### src/rtl/hold_seq_pkg.sv
// Shared types for the round-robin sample-and-hold sequencer.
package hold_seq_pkg;

    typedef enum logic [1:0] {
        COUNT = 2'd0,
        HOLD  = 2'd1,
        GAP   = 2'd2
    } state_t;

    localparam logic MODE_MANUAL = 1'b0;
    localparam logic MODE_AUTO   = 1'b1;

endpackage

### src/rtl/hold_len_timer.sv
// Hold-length timer: counts cycles spent in HOLD and flags the last one.
module hold_len_timer #(
    parameter int HLEN_W = 8
) (
    input  logic              clk,
    input  logic              rst_n,
    input  logic              clr,
    input  logic              en,
    input  logic [HLEN_W-1:0] eff_len,
    output logic [HLEN_W-1:0] timer,
    output logic              expire
);

    localparam logic [HLEN_W-1:0] ONE = 1;

    always_ff @(posedge clk or negedge rst_n) begin
        if (!rst_n) begin
            timer <= '0;
        end else if (clr) begin
            timer <= '0;
        end else if (en) begin
            timer <= timer + ONE;
        end
    end

    assign expire = en && (timer == eff_len - ONE);

endmodule

### src/rtl/hold_seq_ctrl.sv
// Tick-counting hold sequencer stepping a one-hot enable across N_CH channels.
// Optional HOLD_OVERRUN_EN adds a sticky flag for ticks dropped in HOLD/GAP.
module hold_seq_ctrl
    import hold_seq_pkg::*;
#(
    parameter int CNT_W  = 4,
    parameter int N_CH   = 4,
    parameter int HLEN_W = 8,
    parameter int CH_W   = (N_CH > 1) ? $clog2(N_CH) : 1
) (
    input  logic              clk,
    input  logic              rst_n,
`ifdef HOLD_OVERRUN_EN
    input  logic              clr_overrun,
    output logic              overrun,
`endif
    input  logic              hold_tick,
    input  logic              release_tick,
    input  logic [CNT_W-1:0]  threshold,
    input  logic              auto_mode,
    input  logic [HLEN_W-1:0] hold_len,
    output logic [N_CH-1:0]   hold_enable,
    output logic [CNT_W-1:0]  hold_count,
    output logic [CH_W-1:0]   ch_ptr,
    output logic              hold_active,
    output logic              hold_done
);

    localparam logic [CNT_W-1:0]  CNT_ONE = 1;
    localparam logic [HLEN_W-1:0] LEN_ONE = 1;
    localparam logic [N_CH-1:0]   EN_ONE  = 1;
    localparam logic [CH_W-1:0]   CH_ONE  = 1;
    localparam logic [CH_W-1:0]   CH_LAST = CH_W'(N_CH - 1);

    state_t            state;
    logic              auto_q;
    logic [HLEN_W-1:0] len_q;
    logic [HLEN_W-1:0] timer;
    logic              expire;
    logic [CNT_W-1:0]  eff_thr;
    logic [HLEN_W-1:0] eff_len;
    logic              thr_hit;
    logic              rel;

    assign eff_thr = (threshold == '0) ? CNT_ONE : threshold;
    assign eff_len = (hold_len == '0) ? LEN_ONE : hold_len;
    // >= so a threshold lowered mid-count fires on the next tick
    assign thr_hit = hold_count >= (eff_thr - CNT_ONE);
    assign rel     = release_tick || ((auto_q == MODE_AUTO) && expire);

    hold_len_timer #(
        .HLEN_W (HLEN_W)
    ) u_timer (
        .clk     (clk),
        .rst_n   (rst_n),
        .clr     (state == GAP),
        .en      (state == HOLD),
        .eff_len (len_q),
        .timer   (timer),
        .expire  (expire)
    );

    always_ff @(posedge clk or negedge rst_n) begin
        if (!rst_n) begin
            state       <= COUNT;
            hold_enable <= '0;
            hold_count  <= '0;
            ch_ptr      <= '0;
            hold_done   <= 1'b0;
            auto_q      <= MODE_MANUAL;
            len_q       <= LEN_ONE;
        end else begin
            hold_done <= 1'b0;
            unique case (state)
                COUNT: begin
                    if (hold_tick) begin
                        if (thr_hit) begin
                            hold_enable <= EN_ONE << ch_ptr;
                            hold_count  <= '0;
                            auto_q      <= auto_mode;
                            len_q       <= eff_len;
                            state       <= HOLD;
                        end else begin
                            hold_count <= hold_count + CNT_ONE;
                        end
                    end
                end
                HOLD: begin
                    if (rel) begin
                        hold_enable <= '0;
                        hold_done   <= 1'b1;
                        state       <= GAP;
                    end
                end
                GAP: begin
                    ch_ptr <= (ch_ptr == CH_LAST) ? '0 : ch_ptr + CH_ONE;
                    state  <= COUNT;
                end
                default: state <= COUNT;
            endcase
        end
    end

    assign hold_active = |hold_enable;

`ifdef HOLD_OVERRUN_EN
    always_ff @(posedge clk or negedge rst_n) begin
        if (!rst_n) begin
            overrun <= 1'b0;
        end else if (hold_tick && (state != COUNT)) begin
            overrun <= 1'b1;
        end else if (clr_overrun) begin
            overrun <= 1'b0;
        end
    end
`endif

endmodule
### config.mk
export PLATFORM = sky130hd
export DESIGN_NAME = hold_seq_ctrl
export DESIGN_NICKNAME = d
export VERILOG_FILES = /design/src/rtl/hold_seq_pkg.sv /design/src/rtl/hold_len_timer.sv /design/src/rtl/hold_seq_ctrl.sv
export SDC_FILE = /design/constraint.sdc
export NUM_CORES = 1
export LEC_CHECK = 0
export ABC_AREA = 1
export BUFFER_PORTS_ARGS = -buffer_cell sky130_fd_sc_hd__buf_4
export CORE_AREA = 2 2 64 66
export CTS_CLUSTER_SIZE = 14
export DETAILED_ROUTE_END_ITERATION = 16
export DIE_AREA = 0 0 66 68
export PLACE_DENSITY = 0.7
export SYNTH_ARGS = -nofsm -noshare
export SYNTH_HDL_FRONTEND = slang
export SYNTH_SLANG_ARGS = --single-unit
### constraint.sdc
create_clock -name clk -period 2.42 [get_ports clk]
set_input_delay 0.363 -clock clk [delete_from_list [all_inputs] [get_ports clk]]
set_output_delay 0.363 -clock clk [all_outputs]
set_load 0.03 [all_outputs]
==> results of run 1 <==
## flip-flops by register name (all words and copies together), names as in the netlist
signal / count
u_timer.timer: 8
hold_done: 1
state: 2
hold_count: 4
ch_ptr: 2
auto_q: 1
len_q: 8
hold_enable: 4
## metrics by stage
stage,hold WS (ps),utilization,worst slack [ps]
floorplan,67.4,-,358
global placement,318,0.550,111
detailed placement,321,0.550,41.5
CTS,14.7,0.579,335
global route,25.0,0.579,15.4
finish,5.84,0.579,362
## path summary, 6_finish.rpt
path | start | to | slack [ps] | cells past startpoint
setup / recovery | threshold[1] | auto_q | 360 | 17
hold / removal | rst_n | len_q[3] | 6 | 1
setup reg to reg | len_q[0] | hold_enable[3] | 430 | 12
hold reg to reg | auto_q | auto_q | 490 | 2
max in group asynchronous | rst_n | len_q[0] | 2100 | 1
min in group clk | auto_mode | auto_q | 300 | 3
## synth_stat cells
cell type,n
nor3_1,5
o21ai_0,16
inv_2,2
or4_1,1
or2_2,1
o211ai_1,1
nor2_2,1
nor2_1,27
inv_1,32
xnor2_1,6
buf_4,1
nand3_1,17
dfstp_2,1
nand4_1,3
buf_2,2
nand3_2,3
dfrtp_1,29
nor3_2,1
a21oi_1,9
o21ai_1,3
ha_1,15
nand2_1,67
nand2_2,2
nor2_4,1
## metal layers
metal,vias up,global-route usage
li1,855,-
met1,745,0.216
met2,18,0.346
met3,2,0.0493
met4,0,0.0765
met5,-,0
## where the power goes
part | internal (mW) | switching, mW | leakage, nW
sequential | 0.715 | 0.215 | 0.383
clock | 0.287 | 0.182 | 0.0575
combinational | 0.551 | 0.905 | 0.732
total | 1.55 | 1.30 | 1.17
## critical path, stage by stage
cell and delay [ps]:
buf_4 110, nor2_1 90, inv_1 50, nor2_1 80, nor2_1 60, ha_1 290, ha_1 290, inv_1 40
nor2_1 70, o211ai_1 80, nand3_1 110, nand2_1 80, nor2_1 150, buf_6 170, inv_1 70, nand2_1 70
nand2_1 40
## area by class of cell
class                   count  area share
clock buffers               8      0.0493
well taps                  50      0.0280
multi-input cells         179       0.427
repair buffers             30       0.102
inverters                  34      0.0571
flip-flops and latches     30       0.337
## cells by family after synthesis
kind of cell	after synthesis
buf+inv	37
simple gates	129
compound gates	29
xor+xnor	6
flops	30
fa+ha+maj	15
==> results.ini, run 1 <==
[clock_tree]
clockBufferDepth=2
cts_buffers=5
clock_latency_ps=280
path_clk_slew_ps=70
cts.sinks=30
ctsHoldBuffers=0
cts-root-buf=clkbuf_8
cts_tree=built
post_cts_buffers=0
cts_resized=0
h-tree-depth=2

[routing]
top_layer_used=met4
wl_um=3640
routedWlPerCell_um=11.0
dr_wl_met3_um=88
viasPerCell=4.89
ant_nets=0
wl_met1_um=1660
wl_met2_um=1850
drc=0
drt_iter0_markers=52
first_pass_iters=4
via_count=1620

[grt]
grt_overflow=0
grt_pass1_wl_um=6470
grt_usage=0.191
grt_pass1_vias=1551
grt_max_degree=31
antenna_found_initial=0

[layout]
layout_commonest_cell=nand2_1
multi_input_area_um2=953
antenna_cells=0
layout.cells.non_filler=331
final.fill_count=373
regArea_um2=752
layout_common_cells=67 x nand2_1, 32 x inv_1, 29 x dfrtp_1, 29 x buf_4, 27 x nor2_1
drive_above_1_share=0.178
fin_area_um2=2230
syn2layout_area_growth_pct=20.8
nNetsFinal=312

[logic_synthesis]
synth_largest_area_cell=dfrtp_1
synth_mux_area_frac=0
synth_area_um2=1850
synthXorXnorAreaFrac=0.0284
synth_area_leaders=dfrtp_1 39%, nand2_1 14%, ha_1 10%, inv_1 6.5%, nor2_1 5.5%
synth_nets=278
synth_cell_types=24
syn_avg_cell_area_um2=7.52
synth_compound_area_frac=0.0798
netlist.area_leader.share=0.392
synthesis.instances=246
ys_warn_count=0
synth-seq-cells=30
yosys.area_share.simple=0.306
synthAdderAreaFrac=0.101
yosysSeqAreaShare=0.406
synth_top_family_by_area=simple AND/OR/NAND/NOR gates

[placement]
routabilityCongestion=0.799
io_buffers=28
dp_hpwl_um=2880
dp.cells=323
post_dp_cell_area_um2=2120

[timing]
rsz0062_at_grt=no
final_hold_viol_count=0
slew_viol_final=0
period_share=0.850
fmax_mhz=486
worst_pin_slew_ps=387
slew_headroom=0.742
fin_skew_ps=7.51
setup_viol=0
final.setup.tns_ps=0
period_needed_ps=2060

[setup_path]
startpoint_type=input port
cp_max_fo=15
worstPathRequired_ps=2590
cp-end-kind=register
worstSetupPathType=input port to register
worstPathArrival_ps=2220

[die]
core_area_um2=3860
io_pins=29
die_w_um=66
row_count=23
die-area_um2=4490
initial_utilization=0.480
die_h_um=68

[power]
ir_drop_v=0.000768
power_mw=2.86
power_density_nw_per_um2=1280
p_leak_nw=1.17

[status]
status=finished, final reports clean

[job]
drv_cap=0

[worst_hold_path]
hp-class=input port to async pin

Power figures use the tool's default switching activity.
==> run 2: changes to the inputs <==
Settings changed: CAP_MARGIN from default to 40, MAX_ROUTING_LAYER from default to met4.
==> run 2 against run 1 <==
- worst setup slack got worse by 3.7 ps
- hold slack better by 0.54 ps
- routed wire length barely moved
- critical path depth unchanged
- highest routed layer unchanged
- sequential cell count unchanged
- combinational power barely moved
- count of clock-buffer cells in the layout unchanged
- largest power group unchanged
- final cell count is the same
- critical endpoint unchanged
- design area unchanged
- total power hardly changed
- largest cell class unchanged
- core utilization did not move
==> results.ini, run 2 (synthesized netlist as in run 1, its figures left out) <==
[status]
status=finished, final reports clean

[placement]
io_buffers=28  ; unchanged
post_dp_cell_area_um2=2120  ; unchanged
dp_hpwl_um=2880  ; unchanged
routabilityCongestion=0.810  ; +1.4%
place_ws_ps=41.5  ; unchanged
dp.cells=323  ; unchanged

[grt]
grt_pass1_vias=1545  ; -0.39%
grt_max_degree=31  ; unchanged
antenna_found_initial=0  ; unchanged
grt_usage=0.198  ; +0.00629
grt_overflow=0  ; unchanged
grt_pass1_wl_um=6500  ; +0.53%

[routing]
top_layer_used=met4
wl_um=3640  ; about the same
dr_wl_met3_um=90  ; +2.3%
viasPerCell=4.90  ; +0.19%
wl_met1_um=1670  ; +0.42%
first_pass_iters=4  ; unchanged
drc=0  ; unchanged
drt_iter0_markers=57  ; +9.6%
routedWlPerCell_um=11.0  ; about the same
ant_nets=0  ; unchanged
wl_met2_um=1850  ; -0.32%
via_count=1623  ; +0.19%

[layout]
layout.cells.non_filler=331  ; unchanged
drive_above_1_share=0.178  ; unchanged
antenna_cells=0  ; unchanged
layout_common_cells=67 x nand2_1, 32 x inv_1, 29 x dfrtp_1, 29 x buf_4, 27 x nor2_1
fin_area_um2=2230  ; unchanged
layout_commonest_cell=nand2_1
finalCoreUtilization=0.579  ; unchanged
final.fill_count=373  ; unchanged
syn2layout_area_growth_pct=20.8  ; unchanged
reg_top3=len_q x8, u_timer.timer x8
nNetsFinal=312  ; unchanged

[timing]
fin_skew_ps=7.25  ; -0.251 ps
fmax_mhz=485  ; -0.18%
final.setup.tns_ps=0  ; unchanged
rsz0062_at_grt=no
setup_viol=0  ; unchanged
final_hold_viol_count=0  ; unchanged
worst_pin_slew_ps=387  ; -0.0966 ps
period_share=0.852  ; +0.00153
worst_slack_ps=359  ; -3.71 ps
period_needed_ps=2060  ; +3.71 ps
slew_headroom=0.742  ; about the same
holdWs_ps=6.38  ; +0.541 ps
slew_viol_final=0  ; unchanged

[power]
p_leak_nw=1.17  ; unchanged
ir_drop_v=0.000768  ; about the same
power_mw=2.86  ; about the same
power_density_nw_per_um2=1280  ; about the same

[setup_path]
cp-end-kind=register
cp_max_fo=15  ; unchanged
r2r_setup_slack_ps=430  ; about the same
r2r-end=hold_enable[3]
startpoint_type=input port
reg2regPathDepth=12  ; unchanged
worstPathArrival_ps=2230  ; about the same
regToRegStartpoint=len_q[0]
worstPathRequired_ps=2590  ; about the same
worstSetupPathType=input port to register

[clock_tree]
cts-root-buf=clkbuf_8
clock_latency_ps=280  ; about the same
cts_tree=built
clockBufferDepth=2  ; unchanged
cts_buffers=5  ; unchanged
path_clk_slew_ps=70  ; about the same
h-tree-depth=2  ; unchanged
post_cts_buffers=0  ; unchanged
cts.sinks=30  ; unchanged

[die]
die_w_um=66  ; unchanged
core_area_um2=3860  ; unchanged
die_h_um=68  ; unchanged
row_count=23  ; unchanged
io_pins=29  ; unchanged
initial_utilization=0.480  ; unchanged
die-area_um2=4490  ; unchanged

[job]
drv_cap=0  ; unchanged

[worst_hold_path]
hp-class=input port to async pin

-- run 2: what timing repair did --
action	CTS	global route
hold buffers	0	0
endpoints found under the hold margin	0	0
resized for setup	0	1
endpoints found under the setup margin	0	1
-- run 2: routing by layer --
| layer | vias to the layer above | track usage |
|---|---|---|
| met5 | - | - |
| met4 | 0 | 0.0765 |
| met3 | 2 | 0.0493 |
| met2 | 19 | 0.345 |
| met1 | 747 | 0.220 |
| li1 | 855 | - |
-- run 2: final cells by class --
cell class                 count  area (um^2)  share of cell area
timing repair buffer          30          229               0.102
multi-input combinational    179          953               0.427
inverter                      34          128              0.0571
tap                           50         62.6              0.0280
clock buffer                   8          110              0.0493
sequential                    30          752               0.337
-- run 2: critical path: stages --
cell and delay [ps]:
buf_4 110, nor2_1 90, inv_1 50, nor2_1 80
nor2_1 60, ha_1 290, ha_1 290, inv_1 40
nor2_1 70, o211ai_1 80, nand3_1 110, nand2_1 80
nor2_1 150, buf_6 170, inv_1 70, nand2_1 70
nand2_1 40
-- run 2: report_power, final --
group / switching, mW / internal (mW)
registers: 0.216 / 0.715
logic: 0.906 / 0.551
clock network: 0.182 / 0.287
-- run 2: worst max path at each step --
stage / startpoint / to / slack, ps / depth (start not counted)
floorplan: threshold[1] / len_q[6] / 360 / 16
global placement: threshold[1] / len_q[7] / 110 / 17
detailed placement: threshold[1] / len_q[6] / 40 / 17
CTS: threshold[1] / len_q[6] / 340 / 17
global route: threshold[1] / auto_q / 10 / 17
finish: threshold[1] / auto_q / 360 / 17
==> run 3: changes to the inputs <==
Settings changed: SYNTH_HIERARCHICAL from default to 1.
==> run 3 against run 2 <==
- the run now ends with negative hold slack left
- area after synthesis fell by 0.95%
- critical path depth fell by 1
- sequential share of layout area rose by 0.34 points
- first-iteration DRC count rose by 72%
- maximum frequency fell by 4.8%
- register-to-register slack got worse by 180 ps
- worst setup slack got worse by 100 ps
- synthesized cell count fell by 0.41%
- routed wire length rose by 2.6%
- die area did not move
==> results.ini, run 3 <==
[grt]
grt_usage=0.194  ; -0.00401
grt_pass1_wl_um=6310  ; -3.0%
grt_overflow=0  ; unchanged
antenna_found_initial=0  ; unchanged
grt_max_degree=31  ; unchanged
grt_pass1_vias=1430  ; -7.4%

[setup_path]
r2r_setup_slack_ps=250  ; -180 ps
cp-end-kind=register
cp_max_fo=6  ; -9
worstPathArrival_ps=2390  ; +160 ps
startpoint_type=register
worstPathRequired_ps=2650  ; +60 ps
worstSetupPathType=register to register

[timing]
slew_viol_final=0  ; unchanged
worst_pin_slew_ps=417  ; +29.6 ps
period_share=0.895  ; +0.0430
rsz0062_at_grt=no
fin_skew_ps=5.12  ; -2.13 ps
setup_viol=0  ; unchanged
final.setup.tns_ps=0  ; unchanged
worst_slack_ps=255  ; -104 ps
slew_headroom=0.722  ; -0.0201
period_needed_ps=2170  ; +104 ps
fmax_mhz=462  ; -4.8%
final_hold_viol_count=5  ; +5
holdWs_ps=-6.92  ; -13.3 ps

[layout]
multi_input_area_um2=932  ; -2.2%
drive_above_1_share=0.189  ; +0.0113
fin_area_um2=2210  ; -1.0%
nNetsFinal=306  ; -1.9%
syn2layout_area_growth_pct=20.7  ; about the same
antenna_cells=0  ; unchanged
layout_commonest_cell=nand2_1
finalCoreUtilization=0.574  ; -0.00584
reg_top3=len_q x8, u_timer/timer x8
final.fill_count=381  ; +2.1%
regArea_um2=752  ; unchanged
layout_common_cells=67 x nand2_1, 34 x inv_1, 30 x buf_4
layout.cells.non_filler=330  ; -0.30%

[clock_tree]
cts_tree=built
path_clk_slew_ps=70  ; about the same
h-tree-depth=2  ; unchanged
cts-root-buf=clkbuf_8
ctsHoldBuffers=0  ; unchanged
clockBufferDepth=2  ; unchanged
cts_buffers=5  ; unchanged
clock_latency_ps=290  ; about the same
cts.sinks=30  ; unchanged

[logic_synthesis]
synthTopCellsByCount=67 x nand2_1, 34 x inv_1, 29 x dfrtp_1, 29 x nand3_1, 25 x nor2_1
yosysSeqAreaShare=0.410  ; +0.00388
synth-seq-cells=30  ; unchanged
ys_warn_count=6  ; +6
synth_largest_area_cell=dfrtp_1
synthArstFlopShare=1.00  ; unchanged
synth_area_leaders=dfrtp_1 40%, nand2_1 14%, nand3_1 7.9%, inv_1 7.0%, ha_1 6.8%
yosysMostFrequentCell=nand2_1
synth_nets=272  ; -2.2%
netlist.area_leader.share=0.396  ; +0.00375
synthesis.instances=245  ; -0.41%
syn_avg_cell_area_um2=7.48  ; -0.54%
synth_cell_types=33  ; +38%
synth-edff-count=0  ; unchanged
synth_area_um2=1830  ; -0.95%
ys.flop_type=dfrtp_1

[routing]
routedWlPerCell_um=11.3  ; +2.9%
viasPerCell=4.78  ; -2.5%
first_pass_iters=4  ; unchanged
via_count=1578  ; -2.8%
drt_iter0_markers=98  ; +72%
ant_nets=0  ; unchanged
wl_um=3740  ; +2.6%
drc=0  ; unchanged

[die]
core_area_um2=3860  ; unchanged
die_h_um=68  ; unchanged
row_count=23  ; unchanged
initial_utilization=0.475  ; -0.00454
die-area_um2=4490  ; unchanged
io_pins=29  ; unchanged
die_w_um=66  ; unchanged

[power]
p_leak_nw=1.18  ; +0.67%
ir_drop_v=0.000706  ; -8.1%
power_mw=2.62  ; -8.3%
power_density_nw_per_um2=1180  ; -7.4%

[placement]
post_dp_cell_area_um2=2100  ; -1.1%
dp_hpwl_um=2760  ; -4.0%
dp.cells=322  ; -0.31%
place_ws_ps=236  ; +194 ps
routabilityCongestion=0.837  ; +3.2%
io_buffers=28  ; unchanged

[job]
drv_cap=0  ; unchanged

[status]
violations=negative hold slack
status=finished, violations left

[worst_hold_path]
hp-class=input port to async pin

-- run 3: cell types whose count changed in the layout (fill, tap and decap cells not counted), sizes merged, moves of 3 or more --
| cell | previous run | this run |
|---|---|---|
| clkbuf | 8 | 5 |
| ha | 15 | 10 |
| nand3 | 20 | 30 |
| nor3 | 6 | 3 |
| o21ai | 19 | 9 |
| xor2 | 0 | 3 |
-- run 3: what timing repair did --
| action | CTS | global route |
|---|---|---|
| endpoints found under the setup margin | 0 | 4 |
| buffers inserted | 0 | 0 |
| gates resized for setup | 0 | 2 |
-- run 3: worst paths after layout --
check	from	end	cells past startpoint
worst max-delay path	len_q[0]	hold_enable[1]	16
worst max register to register	len_q[0]	hold_enable[1]	16
worst min register to register	len_q[7]	len_q[7]	2
min in group clk	auto_mode	auto_q	3
worst min-delay path	rst_n	u_timer/timer[2]	1
max in group asynchronous	rst_n	len_q[0]	1
-- run 3: cells by family (layout without fill, tap and decap cells) --
logic type | after synthesis | in the layout | share of synthesized area
AO/OA/AOI/OAI | 23 | 23 | 0.0724
adder cells (fa/ha/maj) | 10 | 10 | 0.0683
AND/OR/NAND/NOR | 137 | 137 | 0.331
flip-flops | 30 | 30 | 0.410
buffers and inverters | 38 | 73 | 0.0846
XOR/XNOR | 7 | 7 | 0.0334
-- run 3: cell type report --
| cell class | count | area share |
|---|---|---|
| Timing Repair Buffer | 30 | 0.102 |
| Tap cell | 50 | 0.0283 |
| Multi-Input combinational cell | 177 | 0.421 |
| Clock inverter | 3 | 0.0181 |
| Clock buffer | 5 | 0.0311 |
| Sequential cell | 30 | 0.340 |
| Inverter | 35 | 0.0594 |
-- run 3: per-layer routing --
layer  GRT usage  wire length [um]  vias up
met5           -                 0        -
met4      0.0918                75        0
met3      0.0395               129        9
met2       0.302              1670       31
met1       0.244              1870      690
li1            -                 -      848
-- run 3: power breakdown --
| part | internal [mW] | switching (mW) | leakage (nW) |
|---|---|---|---|
| sequential | 0.685 | 0.192 | 0.389 |
| clock | 0.303 | 0.195 | 0.0579 |
| combinational | 0.462 | 0.782 | 0.733 |
-- run 3: critical path: stages, from the launching register on --
cell	delay [ps]
dfstp_2	550
inv_1	100
ha_1	330
inv_1	40
nand2_1	60
nand2_1	50
nor2_1	110
nand2_1	60
nor2_1	100
nand3_1	90
nor2_2	120
a21oi_2	80
nor2_2	100
inv_1	110
nand2_2	110
nand2_1	50
nand2_1	60
